**config.mk**
```make
export PLATFORM = sky130hd
export DESIGN_NAME = sc_config_sequencer
export DESIGN_NICKNAME = d
export VERILOG_FILES = /design/src/rtl/sc_cfg_pkg.sv /design/src/rtl/sc_vsync_edge.sv /design/src/rtl/sc_config_sequencer.sv
export SDC_FILE = /design/constraint.sdc
export NUM_CORES = 1
export LEC_CHECK = 0
export BUFFER_PORTS_ARGS = -buffer_cell sky130_fd_sc_hd__buf_2
export CAP_MARGIN = 5
export CORE_UTILIZATION = 50
export CTS_BUF_LIST = sky130_fd_sc_hd__clkbuf_8
export DETAILED_ROUTE_END_ITERATION = 10
export PLACE_DENSITY = 0.71
export SYNTH_ARGS = -nofsm -noshare
export SYNTH_HDL_FRONTEND = slang
export SYNTH_HIERARCHICAL = 1
export SYNTH_SLANG_ARGS = --single-unit
```
**constraint.sdc**
```tcl
create_clock -name PCLK_OUT_i -period 8.55 [get_ports PCLK_OUT_i]
set_input_delay 0.855 -clock PCLK_OUT_i [delete_from_list [all_inputs] [get_ports PCLK_OUT_i]]
set_output_delay 0.855 -clock PCLK_OUT_i [all_outputs]
set_load 0.1 [all_outputs]
```
**src/rtl/sc_cfg_pkg.sv**
```systemverilog
// sc_cfg_pkg: shared types and constants for the scanconverter
// config sequencer (state encoding, word indices).
package sc_cfg_pkg;

    typedef enum logic [1:0] {
        IDLE,
        PENDING,
        COMMIT,
        MUTE
    } state_t;

    localparam int NUM_WORDS = 8;

    localparam logic [2:0] CFG_H_OUT  = 3'd0;
    localparam logic [2:0] CFG_H_OUT2 = 3'd1;
    localparam logic [2:0] CFG_V_OUT  = 3'd2;
    localparam logic [2:0] CFG_V_OUT2 = 3'd3;
    localparam logic [2:0] CFG_XY_OUT = 3'd4;
    localparam logic [2:0] CFG_MISC   = 3'd5;
    localparam logic [2:0] CFG_SL     = 3'd6;
    localparam logic [2:0] CFG_SL2    = 3'd7;

    // Words 0..TIMING_WORD_LAST affect output timing.
    localparam int TIMING_WORD_LAST = 4;

endpackage

```
**src/rtl/sc_vsync_edge.sv**
```systemverilog
// sc_vsync_edge: detects the start of output vsync (active low).
// Ports: PCLK_OUT_i, reset_i, vsync_i in; vs_start_o out (comb).
module sc_vsync_edge (
    input  logic PCLK_OUT_i,
    input  logic reset_i,
    input  logic vsync_i,
    output logic vs_start_o
);

    logic vsync_prev;

    always_ff @(posedge PCLK_OUT_i) begin
        if (reset_i) begin
            vsync_prev <= 1'b1;
        end else begin
            vsync_prev <= vsync_i;
        end
    end

    assign vs_start_o = vsync_prev & ~vsync_i;

endmodule

```
**src/rtl/sc_config_sequencer.sv**
```systemverilog
// sc_config_sequencer: shadow/active config banks, vsync-aligned commit,
// timeout-forced commit and frame mute after timing changes.
// Ports: PCLK_OUT_i, reset_i, wr_*, commit_req_i, vsync_i in;
// eight active config words, busy/commit_done/timeout/mute out.
// Macro SC_CFG_READBACK_EN adds rd_addr_i/rd_bank_i/rd_data_o.
module sc_config_sequencer
    import sc_cfg_pkg::*;
#(
    parameter int unsigned MUTE_FRAMES       = 2,
    parameter int unsigned TIMEOUT_CYCLES    = 2000000,
    parameter logic [31:0] RST_H_OUT_CONFIG  = 32'h0,
    parameter logic [31:0] RST_H_OUT_CONFIG2 = 32'h0,
    parameter logic [31:0] RST_V_OUT_CONFIG  = 32'h0,
    parameter logic [31:0] RST_V_OUT_CONFIG2 = 32'h0,
    parameter logic [31:0] RST_XY_OUT_CONFIG = 32'h0,
    parameter logic [31:0] RST_MISC_CONFIG   = 32'h0,
    parameter logic [31:0] RST_SL_CONFIG     = 32'h0,
    parameter logic [31:0] RST_SL_CONFIG2    = 32'h0
) (
    input  logic        PCLK_OUT_i,
    input  logic        reset_i,
    input  logic        wr_en_i,
    input  logic [2:0]  wr_addr_i,
    input  logic [31:0] wr_data_i,
    input  logic        commit_req_i,
    input  logic        vsync_i,
`ifdef SC_CFG_READBACK_EN
    input  logic [2:0]  rd_addr_i,
    input  logic        rd_bank_i,
    output logic [31:0] rd_data_o,
`endif
    output logic [31:0] h_out_config_o,
    output logic [31:0] h_out_config2_o,
    output logic [31:0] v_out_config_o,
    output logic [31:0] v_out_config2_o,
    output logic [31:0] xy_out_config_o,
    output logic [31:0] misc_config_o,
    output logic [31:0] sl_config_o,
    output logic [31:0] sl_config2_o,
    output logic        busy_o,
    output logic        commit_done_o,
    output logic        timeout_o,
    output logic        mute_o
);

    localparam int TO_W =
        (TIMEOUT_CYCLES > 1) ? $clog2(TIMEOUT_CYCLES) : 1;
    localparam logic [TO_W-1:0] TO_LAST = TO_W'(TIMEOUT_CYCLES - 1);
    localparam logic [3:0] MF = 4'(MUTE_FRAMES);

    localparam logic [31:0] RST_BANK [NUM_WORDS] = '{
        RST_H_OUT_CONFIG,  RST_H_OUT_CONFIG2,
        RST_V_OUT_CONFIG,  RST_V_OUT_CONFIG2,
        RST_XY_OUT_CONFIG, RST_MISC_CONFIG,
        RST_SL_CONFIG,     RST_SL_CONFIG2
    };

    logic [31:0] shadow_q [NUM_WORDS];
    logic [31:0] active_q [NUM_WORDS];

    state_t          state_q, state_d;
    logic [TO_W-1:0] to_cnt_q, to_cnt_d;
    logic [3:0]      frm_q, frm_d;
    logic            pend_q, pend_d;
    logic            tmo_q, tmo_d;
    logic            mute_q, mute_d;
    logic            done_q, done_d;
    logic            busy_q;
    logic            load;
    logic            vs_start;
    logic            timing_changed;

    sc_vsync_edge u_vsync_edge (
        .PCLK_OUT_i (PCLK_OUT_i),
        .reset_i    (reset_i),
        .vsync_i    (vsync_i),
        .vs_start_o (vs_start)
    );

    always_comb begin
        timing_changed = 1'b0;
        for (int i = 0; i <= TIMING_WORD_LAST; i++) begin
            if (shadow_q[i] != active_q[i]) begin
                timing_changed = 1'b1;
            end
        end
    end

    always_comb begin
        state_d  = state_q;
        to_cnt_d = to_cnt_q;
        frm_d    = frm_q;
        pend_d   = pend_q;
        tmo_d    = tmo_q;
        mute_d   = mute_q;
        done_d   = 1'b0;
        load     = 1'b0;
        unique case (state_q)
            IDLE: begin
                if (commit_req_i) begin
                    state_d  = PENDING;
                    to_cnt_d = '0;
                end
            end
            PENDING: begin
                if (vs_start) begin
                    state_d = COMMIT;
                    tmo_d   = 1'b0;
                    done_d  = 1'b1;
                end else if (to_cnt_q == TO_LAST) begin
                    state_d = COMMIT;
                    tmo_d   = 1'b1;
                    done_d  = 1'b1;
                end else begin
                    to_cnt_d = to_cnt_q + TO_W'(1);
                end
            end
            COMMIT: begin
                load = 1'b1;
                if (timing_changed) begin
                    state_d = MUTE;
                    mute_d  = 1'b1;
                    frm_d   = '0;
                    pend_d  = commit_req_i;
                end else begin
                    // A request racing the commit is not dropped.
                    state_d  = commit_req_i ? PENDING : IDLE;
                    to_cnt_d = '0;
                    pend_d   = 1'b0;
                end
            end
            MUTE: begin
                if (commit_req_i) begin
                    pend_d = 1'b1;
                end
                if (vs_start) begin
                    frm_d = frm_q + 4'd1;
                    if (frm_q + 4'd1 >= MF) begin
                        state_d  = (pend_q | commit_req_i) ? PENDING : IDLE;
                        mute_d   = 1'b0;
                        pend_d   = 1'b0;
                        to_cnt_d = '0;
                    end
                end
            end
        endcase
    end

    always_ff @(posedge PCLK_OUT_i) begin
        if (reset_i) begin
            state_q  <= IDLE;
            to_cnt_q <= '0;
            frm_q    <= '0;
            pend_q   <= 1'b0;
            tmo_q    <= 1'b0;
            mute_q   <= 1'b0;
            done_q   <= 1'b0;
            busy_q   <= 1'b0;
        end else begin
            state_q  <= state_d;
            to_cnt_q <= to_cnt_d;
            frm_q    <= frm_d;
            pend_q   <= pend_d;
            tmo_q    <= tmo_d;
            mute_q   <= mute_d;
            done_q   <= done_d;
            busy_q   <= (state_d != IDLE);
        end
    end

    // Active copies the pre-edge shadow, so a write landing on the
    // commit edge stays in shadow for the next commit.
    always_ff @(posedge PCLK_OUT_i) begin
        if (reset_i) begin
            for (int i = 0; i < NUM_WORDS; i++) begin
                shadow_q[i] <= RST_BANK[i];
                active_q[i] <= RST_BANK[i];
            end
        end else begin
            if (wr_en_i) begin
                shadow_q[wr_addr_i] <= wr_data_i;
            end
            if (load) begin
                for (int i = 0; i < NUM_WORDS; i++) begin
                    active_q[i] <= shadow_q[i];
                end
            end
        end
    end

`ifdef SC_CFG_READBACK_EN
    always_ff @(posedge PCLK_OUT_i) begin
        if (reset_i) begin
            rd_data_o <= '0;
        end else begin
            rd_data_o <= rd_bank_i ? active_q[rd_addr_i]
                                   : shadow_q[rd_addr_i];
        end
    end
`else
    // Readback disabled: no read mux.
`endif

    assign h_out_config_o  = active_q[CFG_H_OUT];
    assign h_out_config2_o = active_q[CFG_H_OUT2];
    assign v_out_config_o  = active_q[CFG_V_OUT];
    assign v_out_config2_o = active_q[CFG_V_OUT2];
    assign xy_out_config_o = active_q[CFG_XY_OUT];
    assign misc_config_o   = active_q[CFG_MISC];
    assign sl_config_o     = active_q[CFG_SL];
    assign sl_config2_o    = active_q[CFG_SL2];

    assign busy_o        = busy_q;
    assign commit_done_o = done_q;
    assign timeout_o     = tmo_q;
    assign mute_o        = mute_q;

endmodule
```
# ---- Yosys cells after proc, flatten, opt, wreduce, memory -nomap -nowiden
# Memories as Yosys holds them, arrays and structs flattened.
# Index checks and enable logic that the tools add are counted.
dict set report totals {
  reg_bits 33
  ramBits 512
  inputBits 40
  output_inout_bits 260
  elab_cells 109
  mem_count 2
}
# memory words word_bits read_ports rd_ports_with_merged_regs write_ports line_no
set memory_table {}
lappend memory_table {active_q 8 32 8 0 8 sc_config_sequencer.sv:59} ;# logic [31:0] active_q [NUM_WORDS];
lappend memory_table {shadow_q 8 32 8 0 8 sc_config_sequencer.sv:58} ;# logic [31:0] shadow_q [NUM_WORDS];
dict set report classes {
  addsub 2
  order_cmp 1
  n_eq_ne 16
  mux 57
  bitwise 12
  n_reduce_logical 10
}
# cell n
set op_table {}
lappend op_table {{$mux W32} 9}
lappend op_table {{$ne A32 B32 Y1} 5}
lappend op_table {{$mux W21} 6}
lappend op_table {{$pmux W21 S4} 1}
lappend op_table {{$reduce_or A32 Y1} 1}
lappend op_table {{$mux W1} 28}
lappend op_table {{$add A21 B1 Y21 const B} 1}
lappend op_table {{$eq A21 B21 Y1 const B} 1}
lappend op_table {{$mux W2} 6}
lappend op_table {{$ne A2 B2 Y1 const B} 6}
lappend op_table {{$or A1 B1 Y1} 9}
lappend op_table {{$mux W4} 2}
lappend op_table {{$pmux W2 S4} 1}
lappend op_table {{$pmux W4 S2} 1}
lappend op_table {{$reduce_and A6 Y1} 1}
lappend op_table {{$reduce_bool A2 Y1} 3}
lappend op_table {{$add A4 B1 Y4 const B} 1}
lappend op_table {{$eq A2 B2 Y1 const B} 2}
lappend op_table {{$ge A4 B2 Y1 const B} 1}
lappend op_table {{$pmux W1 S2} 2}
lappend op_table {{$reduce_and A4 Y1} 1}
lappend op_table {{$mux W3} 1}
lappend op_table {{$reduce_and A3 Y1} 1}
lappend op_table {{$eq A2 B1 Y1 const B} 1}
lappend op_table {{other kinds (6)} 7}

# ---- Longest topological paths before layout
# Gate-level depths: netlist of the first run.
dict set report depth {
  word_depth 9
  ltp_mapped 10
  ltp_nobuf 10
}

# ---- By module
# The synthesis of the first run kept the hierarchy.
# mod instances cells_each area_each_um2 seq_area_each_um2
set modules_own_cells {}
lappend modules_own_cells {sc_config_sequencer 1 1536 22390.2 16015.4}
lappend modules_own_cells {sc_vsync_edge 1 3 35.0 20.0}

# ---- Worst setup path before layout of the first run
# OpenSTA, ideal clock, no wires.
dict set report synth_timing {
  kind {input port to flip-flop}
  startpoint {input port reset_i}
  endpoint {memory active_q[0][0], enable pin}
  setup_ns 1.978
  arrival_time_ns 5.574
  required_ns 6.572
  setup_slack_ns 0.998
  path_stages 4
  n_path_buf 2
  path_cell_list {clkbuf_1 -> clkinv_1 -> clkbuf_1 -> nand2_1}
}
# element line_no
set synth_lines {}
lappend synth_lines {{from (decl)} sc_config_sequencer.sv:21} ;# input logic reset_i,
lappend synth_lines {{to (decl)} sc_config_sequencer.sv:59}

==> results of run 1 <==
==> worst register-to-register path, delay by kind of cell (launching register included) <==
kind / cells / cell delay (ns)
simple gates: 5 / 1.93
flops: 1 / 0.49
compound gates: 2 / 0.36
xor+xnor: 1 / 0.24
==> per-stage QoR <==
stage          instances  cell area, µm²
6_report            2542           26200
5_1_grt             2541           26200
4_1_cts             2541           26200
3_5_place_dp        2388           24700
3_3_place_gp        2388           24700
2_1_floorplan       1539           22400
==> cells in the mapped netlist, types with 2 or more instances <==
| cell type | number | area share |
|---|---|---|
| o221ai_1 | 2 | 0.00078 |
| nand2b_1 | 6 | 0.0017 |
| xnor2_1 | 96 | 0.037 |
| a221oi_1 | 7 | 0.0027 |
| a21oi_1 | 17 | 0.0038 |
| nor2_1 | 22 | 0.0037 |
| or2_2 | 4 | 0.0011 |
| xor2_1 | 63 | 0.025 |
| o41a_1 | 2 | 0.0010 |
| and2_1 | 446 | 0.12 |
| clkbuf_1 | 57 | 0.0095 |
| o21ai_1 | 4 | 0.00089 |
| nor4_1 | 25 | 0.0070 |
| nand3b_1 | 2 | 0.00067 |
| nand4_1 | 32 | 0.0089 |
| a21boi_0 | 2 | 0.00067 |
| a31oi_1 | 9 | 0.0025 |
| nand3_1 | 12 | 0.0027 |
| nor3_1 | 16 | 0.0036 |
| inv_1 | 8 | 0.0013 |
| nor2b_1 | 69 | 0.019 |
| nand2_1 | 32 | 0.0054 |
| ha_1 | 3 | 0.0017 |
| or3_1 | 2 | 0.00056 |
| buf_2 | 2 | 0.00045 |
| dfxtp_1 | 33 | 0.029 |
| o21ai_0 | 15 | 0.0033 |
| o22ai_1 | 5 | 0.0014 |
| edfxtp_1 | 512 | 0.69 |
| o211ai_1 | 4 | 0.0013 |
| o21a_1 | 3 | 0.0010 |
==> cells by family (layout without fill, tap and decap cells) <==
| logic type | after synthesis | after routing |
|---|---|---|
| adder cells (fa/ha/maj) | 3 | 3 |
| other | 0 | 1 |
| AO/OA/AOI/OAI | 80 | 80 |
| buffers and inverters | 70 | 480 |
| flip-flops | 545 | 545 |
| XOR/XNOR | 160 | 160 |
| multiplexers | 1 | 1 |
| AND/OR/NAND/NOR | 680 | 680 |
==> metal layers <==
layer	vias up	wire length, µm	share of wire	GRT usage
li1	6142	-	-	-
met5	-	34	0.00059	0
met4	6	1200	0.021	0.0756
met1	6678	23500	0.41	0.341
met3	90	5030	0.087	0.0587
met2	590	28000	0.48	0.407
==> state kept, by name, indices dropped and copies added (netlist names) <==
signal,count
active_q,256
busy_o,1
commit_done_o,1
frm_q,4
mute_o,1
pend_q,1
shadow_q,256
state_q,2
timeout_o,1
to_cnt_q,21
u_vsync_edge/vsync_prev,1
==> power by group through the flow <==
stage | clock, mW | combinational [mW] | sequential, mW
final | 2.03 | 1.24 | 3.26
after CTS | 2.06 | 1.24 | 3.26
after floorplan | 0 | 0.227 | 4.08
after global placement | 0 | 1.23 | 3.31
after global routing | 2.17 | 1.28 | 3.28
after detailed placement | 0 | 1.24 | 3.32
==> final cells by class <==
type                    count  area share
multi-input cells         924       0.237
diodes                      1   0.0000953
well taps                 592      0.0282
clock buffers              92      0.0482
repair buffers            318      0.0630
inverters                   9     0.00129
clock inverters            61      0.0109
flip-flops and latches    545       0.611
==> final timing paths <==
path,endpoint,slack [ns]
min reg2reg,timeout_o$_SDFFE_PP0P_,0.48
min,u_vsync_edge/vsync_prev$_SDFF_PP1_,0.42
max reg2reg,to_cnt_q[10]$_SDFFE_PP0P_,5.35
max,active_q[1][99]$_SDFFCE_PP0P_,4.79
==> impl_metrics.env, run 1 <==
export IMPL_synthFlopType="edfxtp_1"
export IMPL_firstDrtPassIters=5
export IMPL_setup_violations_final=0
export IMPL_io_buffers=299
export IMPL_core_area_mm2=0.0442
export IMPL_comb_power_share=0.190
export IMPL_fin_nets=1928
export IMPL_cts_sinks=545
export IMPL_grt_setup_unrepaired="false"
export IMPL_seqCellArea_mm2=0.0160
export IMPL_cts_resized_gates=0
export IMPL_layout_commonest_cell="edfxtp_1"
export IMPL_drt_iter0_drc=1321
export IMPL_initial_utilization=0.507
export IMPL_antenna_found_initial=4
export IMPL_routedWlPerCell_um=22.7
export IMPL_synth_compound_area_frac=0.0235
export IMPL_postSynthAreaPerCell_um2=14.6
export IMPL_cts_hold_buffers=0
export IMPL_num_rows=77
export IMPL_ys_seq_elements=545
export IMPL_cp_depth=4
export IMPL_grt_pass1_wl_um=82500
export IMPL_maxCapViolCount=0
export IMPL_hold_path_class="input pin to flop"
export IMPL_syn_to_final_growth_pct=17.0
export IMPL_clkSlewWorstSetupHoldPaths_ns=0.06
export IMPL_critPathSlowestCell="nand2_4"
export IMPL_vias=13500
export IMPL_fin_setup_tns_ns=0
export IMPL_num_io_pins=300
export IMPL_switching_share=0.334
export IMPL_synth_cells=1539
export IMPL_path_buf_inv=3
export IMPL_crit_type="input pin to flop"
export IMPL_synth_fp_nets=1582
export IMPL_nFillCells=3464
export IMPL_crit_path_end_kind="flop"
export IMPL_synthSimpleGateAreaFrac=0.185
export IMPL_ys_async_sr_fraction=0
export IMPL_synth_fa_ha_area_frac=0.00167
export IMPL_synth_top_family_by_area="simple AND/OR/NAND/NOR gates"
export IMPL_crit_start="reset_i"
export IMPL_maxSlewHeadroom=0.238
export IMPL_timing_final_ws_setup_ns=4.79
export IMPL_min_from="vsync_i"
export IMPL_p_sw_mw=2.18
export IMPL_grt_max_degree=153
export IMPL_whs_path_depth=2
export IMPL_post_cts_buffers=0
export IMPL_overflow=0
export IMPL_multi_input_area_mm2=0.00623
export IMPL_root_buffer="clkbuf_8"
export IMPL_mostFrequentLayoutCells="edfxtp_1 (512), and2_1 (446), buf_2 (298)"
export IMPL_fmax_ghz=0.266
export IMPL_ant_nets=0
export IMPL_power_density_mw_per_mm2=249
export IMPL_grt_usage=0.252
export IMPL_seqPwrFrac=0.500
export IMPL_drive_gt1_frac=0.235
export IMPL_ys_types=58
export IMPL_peakVddDrop_mv=0.144
export IMPL_power_mw=6.53
export IMPL_crit_arrival_ns=4.01
export IMPL_hold_viol=0
export IMPL_routed_wl_um=57800
export IMPL_max_stage_delay_ns=1.14
export IMPL_place_congestion=0.879
export IMPL_clock_power_share=0.311
export IMPL_skew_ns=0.0339
export IMPL_ys_seq_area_frac=0.715
export IMPL_synthMuxAreaShare=0.000446
export IMPL_clk_path_buf_depth=3
export IMPL_r2r_start="active_q[1][5]$_SDFFCE_PN0P_"
export IMPL_clock_latency_ns=0.65
export IMPL_yosys_area_share_xor_xnor=0.0628
export IMPL_die_y_um=214
export IMPL_tightestPinTransition_ns=1.14
export IMPL_fin_crit_sh=0.440
export IMPL_crit_chain="buf_4 -> clkinv_1 -> nand2_4 -> buf_12"
export IMPL_critPathMaxFanout=152
export IMPL_cts_htree_levels=3
export IMPL_synth_area_mm2=0.0224
export IMPL_start_kind="input pin"
export IMPL_place_ws_ns=4.22
export IMPL_die_area_mm2=0.0457
export IMPL_dp_hpwl_um=37700
export IMPL_p_leak_nw=10.1
export IMPL_slew_violations=0
export IMPL_whs_ns=0.422
export IMPL_ys_warn_count=6
export IMPL_first_global_vias=13000
export IMPL_fp_dieW_um=214
export IMPL_internal_power_mw=4.35
export IMPL_synth_edf_count=512
export IMPL_viasPerCell=5.31
export IMPL_reg2regPathDepth=8
export IMPL_cp_required_ns=8.80
export IMPL_fin_util=0.594
export IMPL_drc=0
export IMPL_status="finished, final reports clean"
export IMPL_cts_buffers=87
export IMPL_cp_top_family="buffers and inverters"
export IMPL_cts_tree="yes"
export IMPL_fin_crit_ns=3.76
(Power assumes the default switching activity.)
==> inputs of run 2 (changes only) <==
clock period = 3.7 ns   (was 8.55 ns; I/O delays follow)
==> impl_metrics.env, run 2 (synthesized netlist as in run 1, its figures left out) <==
export IMPL_grt_setup_unrepaired="false"
export IMPL_grt_pass1_wl_um=85700
export IMPL_num_io_pins=300
export IMPL_root_buffer="clkbuf_8"
export IMPL_overflow=0
export IMPL_die_area_mm2=0.0457
export IMPL_start_kind="flop"
export IMPL_fin_nets=1943
export IMPL_drc=0
export IMPL_placed_cell_area_mm2=0.0248
export IMPL_critPathMaxFanout=16
export IMPL_mostFrequentLayoutCells="edfxtp_1 (512), and2_1 (446), buf_2 (298)"
export IMPL_crit_path_end_kind="flop"
export IMPL_final_area_mm2=0.0265
export IMPL_largestRegisters="active_q (256), shadow_q (256), to_cnt_q (21)"
export IMPL_min_to="pend_q$_SDFFE_PP0P_"
export IMPL_hold_path_class="input pin to flop"
export IMPL_clock_latency_ns=0.66
export IMPL_drive_gt1_frac=0.239
export IMPL_maxSlewHeadroom=0.276
export IMPL_clkSlewWorstSetupHoldPaths_ns=0.06
export IMPL_whs_ns=0.0637
export IMPL_syn_to_final_growth_pct=18.0
export IMPL_ant_nets=0
export IMPL_fp_dieW_um=214
export IMPL_r2r_start="active_q[1][23]$_SDFFCE_PN0P_"
export IMPL_crit_start="active_q[1][23]$_SDFFCE_PN0P_"
export IMPL_tightestPinTransition_ns=1.08
export IMPL_routedWlPerCell_um=23.4
export IMPL_power_mw=15.3
export IMPL_die_y_um=214
export IMPL_antenna_found_initial=3
export IMPL_place_ws_ns=0.478
export IMPL_slew_violations=0
export IMPL_initial_utilization=0.507
export IMPL_setup_violations_final=0
export IMPL_cts_sinks=545
export IMPL_crit_type="flop to flop"
export IMPL_crit_arrival_ns=3.81
export IMPL_fin_setup_tns_ns=0
export IMPL_power_density_mw_per_mm2=577
export IMPL_viasPerCell=5.32
export IMPL_timing_final_ws_setup_ns=0.402
export IMPL_core_area_mm2=0.0442
export IMPL_dp_hpwl_um=38400
export IMPL_io_buffers=299
export IMPL_hold_viol=0
export IMPL_reg2regPathDepth=8
export IMPL_fin_crit_sh=0.891
export IMPL_vias=13700
export IMPL_first_global_vias=13300
export IMPL_cp_required_ns=4.21
export IMPL_cts_buffers=90
export IMPL_nFillCells=3453
export IMPL_min_from="commit_req_i"
export IMPL_place_congestion=0.837
export IMPL_status="finished, final reports clean"
export IMPL_whs_path_depth=3
export IMPL_p_leak_nw=10.2
export IMPL_layout_commonest_cell="edfxtp_1"
export IMPL_fmax_ghz=0.303
export IMPL_grt_max_degree=147
export IMPL_peakVddDrop_mv=0.326
export IMPL_firstDrtPassIters=5
export IMPL_r2r_end="to_cnt_q[19]$_SDFFE_PP0P_"
export IMPL_clk_path_buf_depth=3
export IMPL_drt_iter0_drc=1290
export IMPL_skew_ns=0.0166
export IMPL_maxCapViolCount=0
export IMPL_cts_hold_buffers=1
export IMPL_cts_resized_gates=0
export IMPL_r2r_slack_ns=0.40
export IMPL_routed_wl_um=59900
export IMPL_post_cts_buffers=0
export IMPL_cts_htree_levels=3
export IMPL_cts_tree="yes"
export IMPL_grt_usage=0.265
export IMPL_num_rows=77
export IMPL_fin_crit_ns=3.30
## run 2: cell types whose count changed in the layout (fill, tap and decap cells not counted), sizes merged
cell and delta:
buf +11, bufinv +1, clkinv +10, clkinvlp +1
diode +2, dlygate4sd3 +1, inv -1
## run 2: worst max path at each step
stage | end | slack (ns) | cells past startpoint
after floorplan | shadow_q[2][0]$_SDFFCE_PN0P_ | 0.05 | 4
after global placement | to_cnt_q[11]$_SDFFE_PP0P_ | 0.41 | 8
after detailed placement | to_cnt_q[20]$_SDFFE_PP0P_ | 0.48 | 8
after CTS | to_cnt_q[20]$_SDFFE_PP0P_ | 0.45 | 8
after global routing | to_cnt_q[20]$_SDFFE_PP0P_ | 0.31 | 8
final | to_cnt_q[19]$_SDFFE_PP0P_ | 0.40 | 8
## run 2: layout make-up
type	instances	area (µm²)	share of cell area
flip-flops and latches	545	16000	0.606
multi-input cells	924	6240	0.236
repair buffers	330	1780	0.0674
clock buffers	92	1270	0.0478
well taps	592	741	0.0280
clock inverters	72	362	0.0137
inverters	9	33.8	0.00128
diodes	3	7.51	0.000284
## run 2: worst max-delay path, cell delays in order, from the launching register on
cell,delay [ns]
edfxtp_1,0.41
xnor2_1,0.22
nand4_1,0.15
nor4_1,0.89
nand4_1,0.33
and4bb_2,0.46
a211oi_2,0.14
nor2_4,0.37
o21ai_0,0.16
## run 2: layer usage
metal | share of wire | vias up | global-route usage
met4 | 0.033 | 2 | 0.101
met3 | 0.081 | 95 | 0.0697
met5 | 0.00018 | - | 0
met2 | 0.48 | 534 | 0.427
li1 | - | 6185 | -
met1 | 0.40 | 6839 | 0.346
## run 2: report_power, final
part	internal, mW	total, mW	leakage, nW	switching [mW]
combinational	0.451	2.94	3.83	2.49
sequential	7.24	7.49	5.39	0.249
clock	2.46	4.84	0.932	2.39
## run 2: stage by stage
step | utilization | cells
after global routing | 0.598 | 2564
final | 0.599 | 2567
after global placement | 0.561 | 2399
after CTS | 0.598 | 2564
after detailed placement | 0.561 | 2399
after floorplan | - | 1539
==> inputs of run 3 (changes only) <==
BUFFER_PORTS_ARGS = unset   (was -buffer_cell sky130_fd_sc_hd__buf_2)
DONT_BUFFER_PORTS = 1   (was unset)
HOLD_SLACK_MARGIN = 0.08   (was unset)
PLACE_DENSITY = unset   (was 0.71)
==> impl_metrics.env, run 3 (synthesized netlist as in run 1, its figures left out) <==
export IMPL_maxCapViolCount=0
export IMPL_first_global_vias=12900
export IMPL_grt_usage=0.274
export IMPL_layout_commonest_cell="edfxtp_1"
export IMPL_fp_dieW_um=214
export IMPL_clock_latency_ns=0.66
export IMPL_cts_buffers=91
export IMPL_tightestPinTransition_ns=1.08
export IMPL_mostFrequentLayoutCells="edfxtp_1 (512), and2_1 (446), buf_4 (183)"
export IMPL_fin_nets=1838
export IMPL_io_buffers=0
export IMPL_maxSlewHeadroom=0.282
export IMPL_antenna_found_initial=12
export IMPL_post_cts_buffers=0
export IMPL_largestRegisters="active_q (256), shadow_q (256), to_cnt_q (21)"
export IMPL_firstDrtPassIters=5
export IMPL_critPathMaxFanout=16
export IMPL_grt_setup_unrepaired="false"
export IMPL_overflow=0
export IMPL_start_kind="flop"
export IMPL_cts_htree_levels=3
export IMPL_cts_sinks=545
export IMPL_fin_setup_tns_ns=0
export IMPL_cp_required_ns=4.20
export IMPL_cts_hold_buffers=35
export IMPL_core_area_mm2=0.0442
export IMPL_fin_crit_ns=3.23
export IMPL_crit_path_end_kind="flop"
export IMPL_drive_gt1_frac=0.177
export IMPL_root_buffer="clkbuf_8"
export IMPL_routedWlPerCell_um=25.1
export IMPL_power_density_mw_per_mm2=576
export IMPL_routed_wl_um=61800
export IMPL_clkSlewWorstSetupHoldPaths_ns=0.06
export IMPL_stdcell_count=2465
export IMPL_whs_path_depth=2
export IMPL_initial_utilization=0.507
export IMPL_viasPerCell=5.33
export IMPL_ant_nets=0
export IMPL_hold_viol=0
export IMPL_cts_tree="yes"
export IMPL_die_area_mm2=0.0457
export IMPL_grt_max_degree=89
export IMPL_grt_pass1_wl_um=88300
export IMPL_dp_hpwl_um=38000
export IMPL_peakVddDrop_mv=0.343
export IMPL_clk_path_buf_depth=3
export IMPL_vias=13100
export IMPL_crit_type="flop to flop"
export IMPL_num_io_pins=300
export IMPL_fin_crit_sh=0.872
export IMPL_p_leak_nw=9.81
export IMPL_syn_to_final_growth_pct=18.3
export IMPL_skew_ns=0.0359
export IMPL_hold_path_class="input pin to flop"
export IMPL_numPlacedInstances=2259
export IMPL_setup_violations_final=0
export IMPL_drt_iter0_drc=1106
export IMPL_power_mw=15.3
export IMPL_cts_resized_gates=0
export IMPL_die_y_um=214
export IMPL_num_rows=77
export IMPL_crit_arrival_ns=3.73
export IMPL_slew_violations=0
export IMPL_place_congestion=0.794
export IMPL_drc=0
export IMPL_status="finished, final reports clean"
export IMPL_reg2regPathDepth=8
export IMPL_fmax_ghz=0.310
[run 3: final cells by class]
type | instances | area, µm²
sequential | 545 | 16000
fill | 3453 | 17700
timing repair buffer | 224 | 1860
tap | 592 | 741
antenna | 4 | 10.0
multi-input combinational | 924 | 6240
clock buffer | 96 | 1320
inverter | 9 | 33.8
clock inverter | 71 | 299
[run 3: metrics by stage]
step	setup slack (ns)	util	instance area, µm²	hold slack, ns
finish	0.472	0.600	26500	0.121
global route	0.327	0.600	26500	0.127
CTS	0.442	0.600	26500	0.0851
detailed placement	0.469	0.555	24500	0.457
global placement	0.464	0.555	24500	0.453
floorplan	0.0460	-	22400	0.451
[run 3: metal layers]
metal  up-vias  part of all wire  wire length [µm]  GRT usage
li1       5976                 -                 -          -
met1      6609              0.42             25900      0.365
met2       473              0.48             29900      0.445
met3        88             0.075              4660     0.0665
met4         0             0.021              1320     0.0879
met5         -                 0                 0          0
[run 3: worst paths after layout]
kind                               end  slack, ns                          start
max reg2reg  to_cnt_q[20]$_SDFFE_PP0P_       0.47  active_q[1][23]$_SDFFCE_PN0P_
min reg2reg        pend_q$_SDFFE_PP0P_       0.49            pend_q$_SDFFE_PP0P_
max          to_cnt_q[20]$_SDFFE_PP0P_       0.47  active_q[1][23]$_SDFFCE_PN0P_
min          to_cnt_q[18]$_SDFFE_PP0P_       0.12                        reset_i
[run 3: critical path, stage by stage, from the launching register on]
cell and delay (ns):
edfxtp_1 0.42, xnor2_1 0.30, nand4_1 0.17, nor4_1 0.76, nand4_1 0.30, and4bb_2 0.47, a211oi_2 0.15, nor2_4 0.36
o21ai_0 0.15
[run 3: where the power goes]
part / leakage, nW / total (mW) / internal (mW) / switching (mW)
combinational: 3.47 / 2.24 / 0.486 / 1.75
clock: 0.947 / 4.82 / 2.40 / 2.43
sequential: 5.39 / 8.22 / 7.25 / 0.972
